File: src/rtl/sdram_port_arbiter.sv
// Shares one SDRAM controller port between cache line fill, CPU write and DMA read requesters.
// Optional DMA starvation guard: define ARB_STARVATION_GUARD_EN.
module sdram_port_arbiter #(
    parameter int unsigned BURSTLEN     = 8,
    parameter int unsigned STARVE_LIMIT = 4
) (
    input  logic        clk,
    input  logic        reset,
    input  logic        cache_req,
    input  logic [31:0] cache_addr,
    output logic        cache_fill,
    input  logic        wr_req,
    input  logic [31:0] wr_addr,
    input  logic [15:0] wr_data,
    output logic        wr_ack,
    input  logic        dma_req,
    input  logic [31:0] dma_addr,
    output logic        dma_fill,
    output logic        sdram_req,
    output logic        sdram_rw,
    output logic [31:0] sdram_addr,
    output logic [15:0] sdram_wdata,
    input  logic        sdram_ack,
    input  logic        sdram_fill,
    output logic [1:0]  grant,
    output logic        busy
);
    localparam int unsigned ADDR_W = 32;
    localparam int unsigned DATA_W = 16;
    localparam int unsigned BEAT_W = $clog2(BURSTLEN + 1);

    localparam logic [1:0] GNT_NONE  = 2'd0;
    localparam logic [1:0] GNT_CACHE = 2'd1;
    localparam logic [1:0] GNT_WR    = 2'd2;
    localparam logic [1:0] GNT_DMA   = 2'd3;

    typedef enum logic [1:0] {
        IDLE  = 2'd0,
        RDREQ = 2'd1,
        BURST = 2'd2,
        WRREQ = 2'd3
    } state_t;

    state_t              state_q;
    state_t              state_d;
    logic [BEAT_W-1:0]   beat_q;
    logic [BEAT_W-1:0]   beat_d;
    logic [BEAT_W-1:0]   beat_inc;
    logic                last_beat;
    logic [1:0]          grant_d;
    logic                req_d;
    logic                rw_d;
    logic                wr_ack_d;
    logic [ADDR_W-1:0]   addr_d;
    logic [DATA_W-1:0]   wdata_d;
    logic                wr_pend;
    logic                rotate;
    logic [1:0]          winner;
    logic                in_read;

    // The retiring write still holds wr_req during its wr_ack cycle; do not grant it twice.
    assign wr_pend = wr_req & ~wr_ack;

`ifdef ARB_STARVATION_GUARD_EN
    localparam int unsigned STARVE_W = $clog2(STARVE_LIMIT + 2);

    logic [STARVE_W-1:0] starve_q;
    logic [STARVE_W-1:0] starve_d;

    assign rotate = (starve_q >= STARVE_W'(STARVE_LIMIT));

    // Consecutive DMA grants that overtook a waiting write or cache request.
    always_comb begin
        starve_d = starve_q;
        if (state_q == IDLE) begin
            if (winner == GNT_DMA) begin
                if ((wr_pend | cache_req) && !rotate) begin
                    starve_d = starve_q + STARVE_W'(1);
                end
            end else if (winner != GNT_NONE) begin
                starve_d = '0;
            end
        end
    end

    always_ff @(posedge clk) begin
        if (reset) begin
            starve_q <= '0;
        end else begin
            starve_q <= starve_d;
        end
    end
`else
    assign rotate = 1'b0;
`endif

    // Fixed priority DMA > write > cache, inverted to write > cache > DMA when rotating.
    always_comb begin
        winner = GNT_NONE;
        if (rotate) begin
            if (wr_pend) begin
                winner = GNT_WR;
            end else if (cache_req) begin
                winner = GNT_CACHE;
            end else if (dma_req) begin
                winner = GNT_DMA;
            end
        end else begin
            if (dma_req) begin
                winner = GNT_DMA;
            end else if (wr_pend) begin
                winner = GNT_WR;
            end else if (cache_req) begin
                winner = GNT_CACHE;
            end
        end
    end

    assign beat_inc  = beat_q + BEAT_W'(1);
    assign last_beat = (beat_inc == BEAT_W'(BURSTLEN));

    always_comb begin
        state_d  = state_q;
        beat_d   = beat_q;
        grant_d  = grant;
        req_d    = sdram_req;
        rw_d     = sdram_rw;
        addr_d   = sdram_addr;
        wdata_d  = sdram_wdata;
        wr_ack_d = 1'b0;

        unique case (state_q)
            IDLE: begin
                grant_d = GNT_NONE;
                if (winner != GNT_NONE) begin
                    grant_d = winner;
                    req_d   = 1'b1;
                    beat_d  = '0;
                    unique case (winner)
                        GNT_WR: begin
                            addr_d  = wr_addr;
                            wdata_d = wr_data;
                            rw_d    = 1'b0;
                            state_d = WRREQ;
                        end
                        GNT_DMA: begin
                            addr_d  = dma_addr;
                            rw_d    = 1'b1;
                            state_d = RDREQ;
                        end
                        default: begin
                            addr_d  = cache_addr;
                            rw_d    = 1'b1;
                            state_d = RDREQ;
                        end
                    endcase
                end
            end
            RDREQ, BURST: begin
                // A fill seen while still requesting doubles as the ack and the first beat.
                if (sdram_fill) begin
                    req_d  = 1'b0;
                    beat_d = beat_inc;
                    if (last_beat) begin
                        state_d = IDLE;
                        grant_d = GNT_NONE;
                    end else begin
                        state_d = BURST;
                    end
                end else if ((state_q == RDREQ) && sdram_ack) begin
                    req_d   = 1'b0;
                    state_d = BURST;
                end
            end
            WRREQ: begin
                if (sdram_ack) begin
                    req_d    = 1'b0;
                    wr_ack_d = 1'b1;
                    grant_d  = GNT_NONE;
                    state_d  = IDLE;
                end
            end
            default: begin
                state_d = IDLE;
            end
        endcase
    end

    always_ff @(posedge clk) begin
        if (reset) begin
            state_q     <= IDLE;
            beat_q      <= '0;
            grant       <= GNT_NONE;
            sdram_req   <= 1'b0;
            sdram_rw    <= 1'b0;
            sdram_addr  <= '0;
            sdram_wdata <= '0;
            wr_ack      <= 1'b0;
            busy        <= 1'b0;
        end else begin
            state_q     <= state_d;
            beat_q      <= beat_d;
            grant       <= grant_d;
            sdram_req   <= req_d;
            sdram_rw    <= rw_d;
            sdram_addr  <= addr_d;
            sdram_wdata <= wdata_d;
            wr_ack      <= wr_ack_d;
            busy        <= (state_d != IDLE);
        end
    end

    // Zero-latency fill routing; reset in the same cycle suppresses the beat.
    assign in_read    = (state_q == RDREQ) || (state_q == BURST);
    assign cache_fill = sdram_fill & ~reset & in_read & (grant == GNT_CACHE);
    assign dma_fill   = sdram_fill & ~reset & in_read & (grant == GNT_DMA);

endmodule

File: config.mk
export PLATFORM = sky130hd
export DESIGN_NAME = sdram_port_arbiter
export DESIGN_NICKNAME = d
export VERILOG_FILES = /design/src/rtl/sdram_port_arbiter.sv
export SDC_FILE = /design/constraint.sdc
export NUM_CORES = 1
export LEC_CHECK = 0
export BUFFER_PORTS_ARGS = -buffer_cell sky130_fd_sc_hd__buf_2
export CORE_AREA = 2 2 91 93
export CTS_CLUSTER_DIAMETER = 150
export CTS_CLUSTER_SIZE = 12
export DETAILED_ROUTE_END_ITERATION = 7
export DIE_AREA = 0 0 93 95
export PLACE_DENSITY_LB_ADDON = 0.1
export SYNTH_ARGS = -nofsm -noshare
export SYNTH_HDL_FRONTEND = slang
export SYNTH_SLANG_ARGS = --single-unit
File: constraint.sdc
create_clock -name clk -period 2 [get_ports clk]
set_input_delay 0.4 -clock clk [delete_from_list [all_inputs] [get_ports clk]]
set_output_delay 0.4 -clock clk [all_outputs]
set_load 0.1 [all_outputs]
# After elaboration in Yosys (flattened, before gate mapping)
# Cells that the tools add are included.
[word_totals]
word_cells = 70
output_inout_bits = 56
in_bits = 119
register_bits = 60
[classes]
bitwise_logic = 8
eq_ne = 13
add_sub_neg = 1
mux = 26
n_reduce_logical = 13
[ops]
columns = ["op", "n"]
rows = [
  ["$pmux 32 s2", 1],
  ["$mux 2", 12],
  ["$pmux 2 s3", 2],
  ["$reduce_and 3->1", 4],
  ["$eq 2x2->1 const B", 5],
  ["$mux 4", 2],
  ["$ne 2x2->1 const B", 4],
  ["$pmux 4 s2", 1],
  ["$mux 1", 7],
  ["$reduce_bool 2->1", 3],
  ["$and 1x1->1", 5],
  ["$add 4x1->4 const B", 1],
  ["$eq 2x1->1 const B", 2],
  ["$eq 4x4->1 const B", 1],
  ["$reduce_or 2->1", 2],
  ["$ne 3x3->1 const B", 1],
  ["$not 1->1", 3],
  ["$pmux 1 s3", 1],
  ["$logic_not 2->1", 1],
  ["$reduce_and 2->1", 1],
  ["$logic_and 1x1->1", 1],
  ["$logic_or 1x1->1", 1],
]

# Logic depth before layout (Yosys ltp)
# Gate-level depths: netlist of run 1.
[depth]
word_depth = 9
ltp_mapped = 7
depth_no_buf = 6

# Least setup slack after synthesis of run 1
# OpenSTA, ideal clock, no wires.
[synth_path]
path_kind = "register to output"
startpoint = "register grant[0]"
endpoint = "output cache_fill"
arrival_time_ps = 2468
path_slack_ps = -868
required_time_ps = 1600
path_stages_with_launch = 3
n_path_buf = 0
path_cell_list = "dfxtp_1 nand4_1 nor2_1"
[synth_via]
elab_chain_len = 2
[synth_lines]
columns = ["item", "line_no", "rtl"]
rows = [
  ["start, declared", "25", "output logic [1:0] grant,"],
  ["start signal, assigned", "203", "grant <= grant_d;"],
  ["$eq 2x1->1", "215", "assign cache_fill = sdram_fill & ~reset & in_read & (grant == GNT_CACHE);"],
  ["$and 1x1->1", "215", ""],
  ["end, declared", "11", "output logic cache_fill,"],
]
# No other way between the ends.

# Worst setup path after layout of run 1
[layout_path]
startpoint = "register state_q[0]"
endpoint = "output dma_fill"
[layout_via]
elab_chain_len = 4
word_cells_on_any_way = 5
classes_between = "eq/ne (2); bitwise (2); reduce/logical (1)"
[layout_lines]
columns = ["item", "line_no", "rtl"]
rows = [
  ["start, declared", "44", "state_t state_q;"],
  ["start signal, assigned", "201", "state_q <= state_d;"],
  ["$eq 2x1->1 or $eq 2x2->1 (tied branches)", "214", "assign in_read = (state_q == RDREQ) || (state_q == BURST);"],
  ["$logic_or 1x1->1 (*)", "214", ""],
  ["$and 1x1->1 (*) (2 in a row)", "216", "assign dma_fill = sdram_fill & ~reset & in_read & (grant == GNT_DMA);"],
  ["end, declared", "18", "output logic dma_fill,"],
]
# Every way passes the cells marked *; elsewhere a longest branch is shown, timed or not.

==> results of run 1 <==
cell families (layout without fill, tap and decap cells):
logic type,count (synthesis),after routing,synth area share [%]
AOI/OAI and AO/OA,105,105,24.4
xor gates and xnor gates,1,1,0.295
adders and majority gates,5,5,2.11
buffers and inverters,40,214,5.65
DFF,60,60,40.5
muxes,3,3,1.01
and+or+nand+nor,191,191,26.0
critical path: cells and delay by family (launching register included):
kind                       cells  cell delay, ps
and+or+nand+nor                2             400
DFF                            1             340
adders and majority gates      1             260
buffers and inverters          2             240
area by class of cell:
type,instances,area [um2],share of cell area [%]
clock inverter,4,26.3,0.613
multi-input combinational,305,1650,38.4
sequential,60,1210,28.2
inverter,9,36.3,0.846
timing repair buffer,190,1100,25.6
clock buffer,11,141,3.30
tap,105,131,3.06
final timing paths:
| kind | from | end | slack [ps] | depth (start not counted) |
|---|---|---|---|---|
| hold / removal | wr_data[6] | sdram_wdata[6]$_SDFFE_PP0P_ | 300 | 3 |
| setup / recovery | state_q[0]$_SDFF_PP0_ | dma_fill | 30 | 5 |
| hold reg to reg | sdram_wdata[2]$_SDFFE_PP0P_ | sdram_wdata[2]$_SDFFE_PP0P_ | 450 | 2 |
| setup reg to reg | state_q[1]$_SDFF_PP0_ | beat_q[3]$_SDFFE_PP0P_ | 260 | 7 |
routing by layer:
metal / routed length (um) / GRT usage (%)
met1: 4070 / 25.2
met2: 4120 / 32.3
met5: 0 / 0
met4: 66 / 5.64
met3: 777 / 5.03
power groups by stage:
stage / logic [mW] / clock network (mW) / registers (mW)
after floorplan: 0.741 / 0 / 2.72
after global placement: 2.47 / 0 / 1.52
after detailed placement: 2.48 / 0 / 1.53
after CTS: 2.51 / 0.967 / 1.50
after global routing: 2.65 / 1.02 / 1.53
final: 2.51 / 0.928 / 1.50
layout by cell type, fill, tap and decap left out, drive strengths merged, types with 2 or more instances in the layout:
cell and count:
nor2 39, and2 2, clkbuf 11, nand3 2, dfxtp 60, o21ai 6
mux2i 3, ha 5, buf 190, inv 9, and3 2, nor2b 2
or3 2, nand2 132, o31ai 2, clkinv 3, a21oi 55, a311o 32
nand2b 3
through the flow:
| stage | cell area (um2) | hold slack, ps | setup TNS (ps) |
|---|---|---|---|
| after global routing | 4290 | 295 | -91.4 |
| after global placement | 4080 | 439 | 0 |
| after detailed placement | 4080 | 444 | 0 |
| after floorplan | 3000 | 463 | 0 |
| after CTS | 4270 | 288 | 0 |
| final | 4290 | 304 | 0 |
registers in the layout, indices dropped and copies added (netlist names):
name,flops
sdram_addr,32
sdram_wdata,16
beat_q,4
grant,2
state_q,2
busy,1
sdram_req,1
sdram_rw,1
wr_ack,1
timing repair:
| item | CTS | global route |
|---|---|---|
| pin swaps | 3 | 1 |
| resized for setup | 4 | 2 |
| endpoints found under the hold margin | 0 | 0 |
| setup buffers | 3 | 1 |
| endpoints found under the setup margin | 2 | 2 |
==> run metrics, run 1 <==
vias per std cell between 4 and 5; Post-Syn Area 2970 um2; CTS Hold Bufs 0; hpwl dp 6530 um; Root Buffer clkbuf_8; CTS tree yes; CTS buffer count 9; critical setup path kind reg2out; post-route minimum period 1970 ps; Fmax 0.507 GHz; most numerous cell in the Yosys netlist nand2_1; Post-DRT Antenna Nets 0; number of synthesized flops with an enable pin 0; Post-Place Setup Slack 125 ps; RSZ-0062 raised after global routing true; Overflow after GRT 0; largest net degree at the start of global routing 53; Final Power 4.94 mW; Area Overhead vs Synth 44.6%; Post-route DRC 0; routed wire length per instance roughly 13 um; GP Congestion 0.846; Crit Path Max Fanout 3; Clock transition at path regs 70 ps; Worst Skew 10.8 ps; synthesized net count 529; clock share of power 18.8%; clock buffer depth 2; fin util between 50 and 60%; prevailing post-synth register cell dfxtp_1; Critical Path RT about 1600 ps; worst vdd ir 0.812 mV; I/O pin total 175; Critical Path Source Type flop; Post-Synthesis Cells 405; worst-margin pin slew 582 ps; die area 8840 um2; Yosys top cell by area dfxtp_1; top post-synthesis cells by area dfxtp_1 (41%), nand2_1 (17%), a311o_1 (11%); Antenna Cells 0; crit share post-route 98.7%; CTS sink cnt 60; final slew viol count 0; max-cap violations 0; nets 699; Max H-tree Level 3; initial antenna violation count 0; Net Sw Frac 49.3%; IO buf count 174; NetSw about 2.4 mW; Clock Latency Late Sink 330 ps; LEAKAGE 2.04 nW; crit path max-delay cell type dfxtp_2; final worst slack 25.9 ps; synth warn 0; vias in the first global route just over 3k; share of layout cells above drive strength 1 approximately 37%; DRT Wirelength between 9000 and 10000 um; total core area 7930 um2; endpoints failing setup 0; DIE WIDTH 93 um; CP Capture Type output pin; Power Dens Cells 1150 nW/um2; Avg Synthesized Cell Area 7.32 um2; Layout Cells excl Fill 684; Via Count 3387; status finished clean; DR pass1 iterations 4; die height 95 um; worst endpoint data arrival time 1570 ps; HP Class in2reg; Fin. Hold Viols 0; DRT iter0 DRCs 109; Cells after DPL 665; crit-path cells inv_2, ha_4, nand4_1, nor2_4, buf_12; Synth async-reset ratio 0%; Post-synth top cells nand2_1 (132), dfxtp_1 (60), a21oi_1 (55); Comb pwr share 50.8%; Seq/Total Area, Yosys 40.5%; Slew HR 61.2%; global-route total usage across every layer 19.5%; share of power burned in registers 30.4%; num rows 33; CP max stage delay 340 ps; P_int 2.50 mW; fillcell total 836; first-pass GRT wire length 13900 um; post-synth top area share between 40% and 50%; Netlist cell types 38; synthesis-stage register bit count 60; Initial Util 37.4%
(Power assumes the default switching activity.)
==> inputs of run 2 (changes only) <==
Clock period 2 ns to 1.9 ns, I/O delays scaled along.
==> run 2 against run 1 <==
The flow now finishes with violations (negative setup slack). Clock skew fell by 2.8 ps. Combinational power increased by 5%. Via count is 0.59% higher. Largest power group unchanged. Global-route usage up 1.0 points. Worst hold slack got worse by 30 ps. Critical path type unchanged. Sequential power grew 5%. Clock power is 11% higher.
==> run metrics, run 2 (synthesis results as in run 1) <==
global-route total usage across every layer 20.5%; num rows 33; Clock Latency Late Sink 340 ps; commonest cells after routing, fill and taps aside buf_2 (172), nand2_1 (132), a21oi_1 (55), dfxtp_1 (55), nor2_1 (37); vias per std cell 4.95; routed wire length per instance 13.5 um; worst-margin pin slew 558 ps; worst r2r src state_q[1]$_SDFF_PP0_; CTS sink cnt 60; max-cap violations 0; Critical Path Source Type flop; Top reg by flops sdram_addr; CTS tree yes; RSZ-0062 raised after global routing true; fin area roughly 4300 um2; Worst Skew approximately 8.0 ps; worst vdd ir slightly above 0.7 mV; status finished with violations; Fin. Hold Viols 0; DRT Wirelength between 9000 and 10000 um; CTS buffer count 9; clock buffer depth 2; Fmax 0.514 GHz; Post-DRT Antenna Nets 0; CTS Hold Bufs 0; I/O pin total 175; Crit Path Max Fanout 2; Root Buffer clkbuf_8; critical setup path kind reg2out; IO buf count 174; DR pass1 iterations 4; Clock transition at path regs 70 ps; hpwl dp 6760 um; fin util a little over half; Critical path origin state_q[0]$_SDFF_PP0_; Post-route DRC 0; Worst Setup EP cache_fill; final slew viol count 0; HP Start wr_data[7]; Area Overhead vs Synth 44.5%; R2R cell count 7; first-pass GRT wire length 14300 um; Largest regs sdram_addr: 32 flops, sdram_wdata: 16 flops, beat_q: 4 flops; Largest register FFs 32; Power Dens Cells 1220 nW/um2; most common cell after layout, fill and taps aside buf_2; final worst slack -43.9 ps; DP Area 4060 um2; nets 702; DRT iter0 DRCs around 110; die height around 95 um; Final Power approximately 5.2 mW; Overflow after GRT 0; Via Count 3407; vias in the first global route 3143; GP Congestion 0.835; Initial Util between 30 and 40%; crit share post-route 102%; CP Capture Type output pin; DIE WIDTH 93 um; LEAKAGE a little over 2 nW; violated checks negative setup slack; die area 8840 um2; share of layout cells above drive strength 1 37.9%; total core area ~7900 um2; Critical Path RT about 1500 ps; reg2reg end beat_q[3]$_SDFFE_PP0P_; Antenna Cells 0; endpoints failing setup 2; post-route minimum period 1940 ps; Max H-tree Level 3; largest net degree at the start of global routing 56; worst endpoint data arrival time approximately 1600 ps; HP Class in2reg; initial antenna violation count 0; Slew HR 62.8%; Worst R2R Setup Slack between 150 and 200 ps
==> run 2: what timing repair did <==
| item | in CTS | in global routing |
|---|---|---|
| pin swaps | 4 | 1 |
| gates resized for setup | 5 | 0 |
| setup endpoints to repair | 2 | 2 |
| buffers inserted | 5 | 0 |
==> run 2: critical path, stage by stage (launching register included) <==
cell and delay, ps:
dfxtp_2 340, inv_2 50, ha_4 260, nand4_1 200
nor2_4 180, buf_12 180
==> run 2: layout make-up <==
type,count,area (um2)
Multi-Input combinational cell,305,1650
Inverter,9,36.3
Timing Repair Buffer,193,1080
Clock inverter,4,23.8
Clock buffer,12,155
Tap cell,105,131
Sequential cell,60,1210
Fill cell,810,3640
==> run 2: metal layers <==
| layer | GRT usage, % | routed length [um] |
|---|---|---|
| met5 | 0 | 0 |
| met4 | 7.60 | 144 |
| met3 | 5.35 | 789 |
| met2 | 34.1 | 4190 |
| met1 | 25.7 | 4150 |
==> run 2: report_power, final <==
| group | internal, mW | leakage (nW) | switching (mW) | total (mW) |
|---|---|---|---|---|
| Combinational | 0.655 | 1.46 | 1.98 | 2.63 |
| Clock | 0.540 | 0.0961 | 0.490 | 1.03 |
| Sequential | 1.47 | 0.496 | 0.114 | 1.58 |
==> run 2: per-stage QoR <==
stage / hold slack [ps] / setup WS [ps] / instances / setup TNS (ps)
6_report: 274 / -43.9 / 688 / -80.2
2_1_floorplan: 463 / 6.41 / 405 / 0
3_5_place_dp: 444 / 104 / 667 / 0
4_1_cts: 259 / -81.5 / 688 / -141
3_3_place_gp: 440 / 144 / 667 / 0
5_1_grt: 276 / -113 / 688 / -222
==> run 2: worst min-delay path by stage <==
stage / end / slack [ps] / cells past startpoint
2_1_floorplan: beat_q[3]$_SDFFE_PP0P_ / 460 / 2
3_3_place_gp: sdram_wdata[9]$_SDFFE_PP0P_ / 440 / 2
3_5_place_dp: sdram_addr[8]$_SDFFE_PP0P_ / 440 / 2
4_1_cts: sdram_wdata[7]$_SDFFE_PP0P_ / 260 / 3
5_1_grt: sdram_wdata[13]$_SDFFE_PP0P_ / 280 / 3
6_report: sdram_wdata[7]$_SDFFE_PP0P_ / 270 / 3
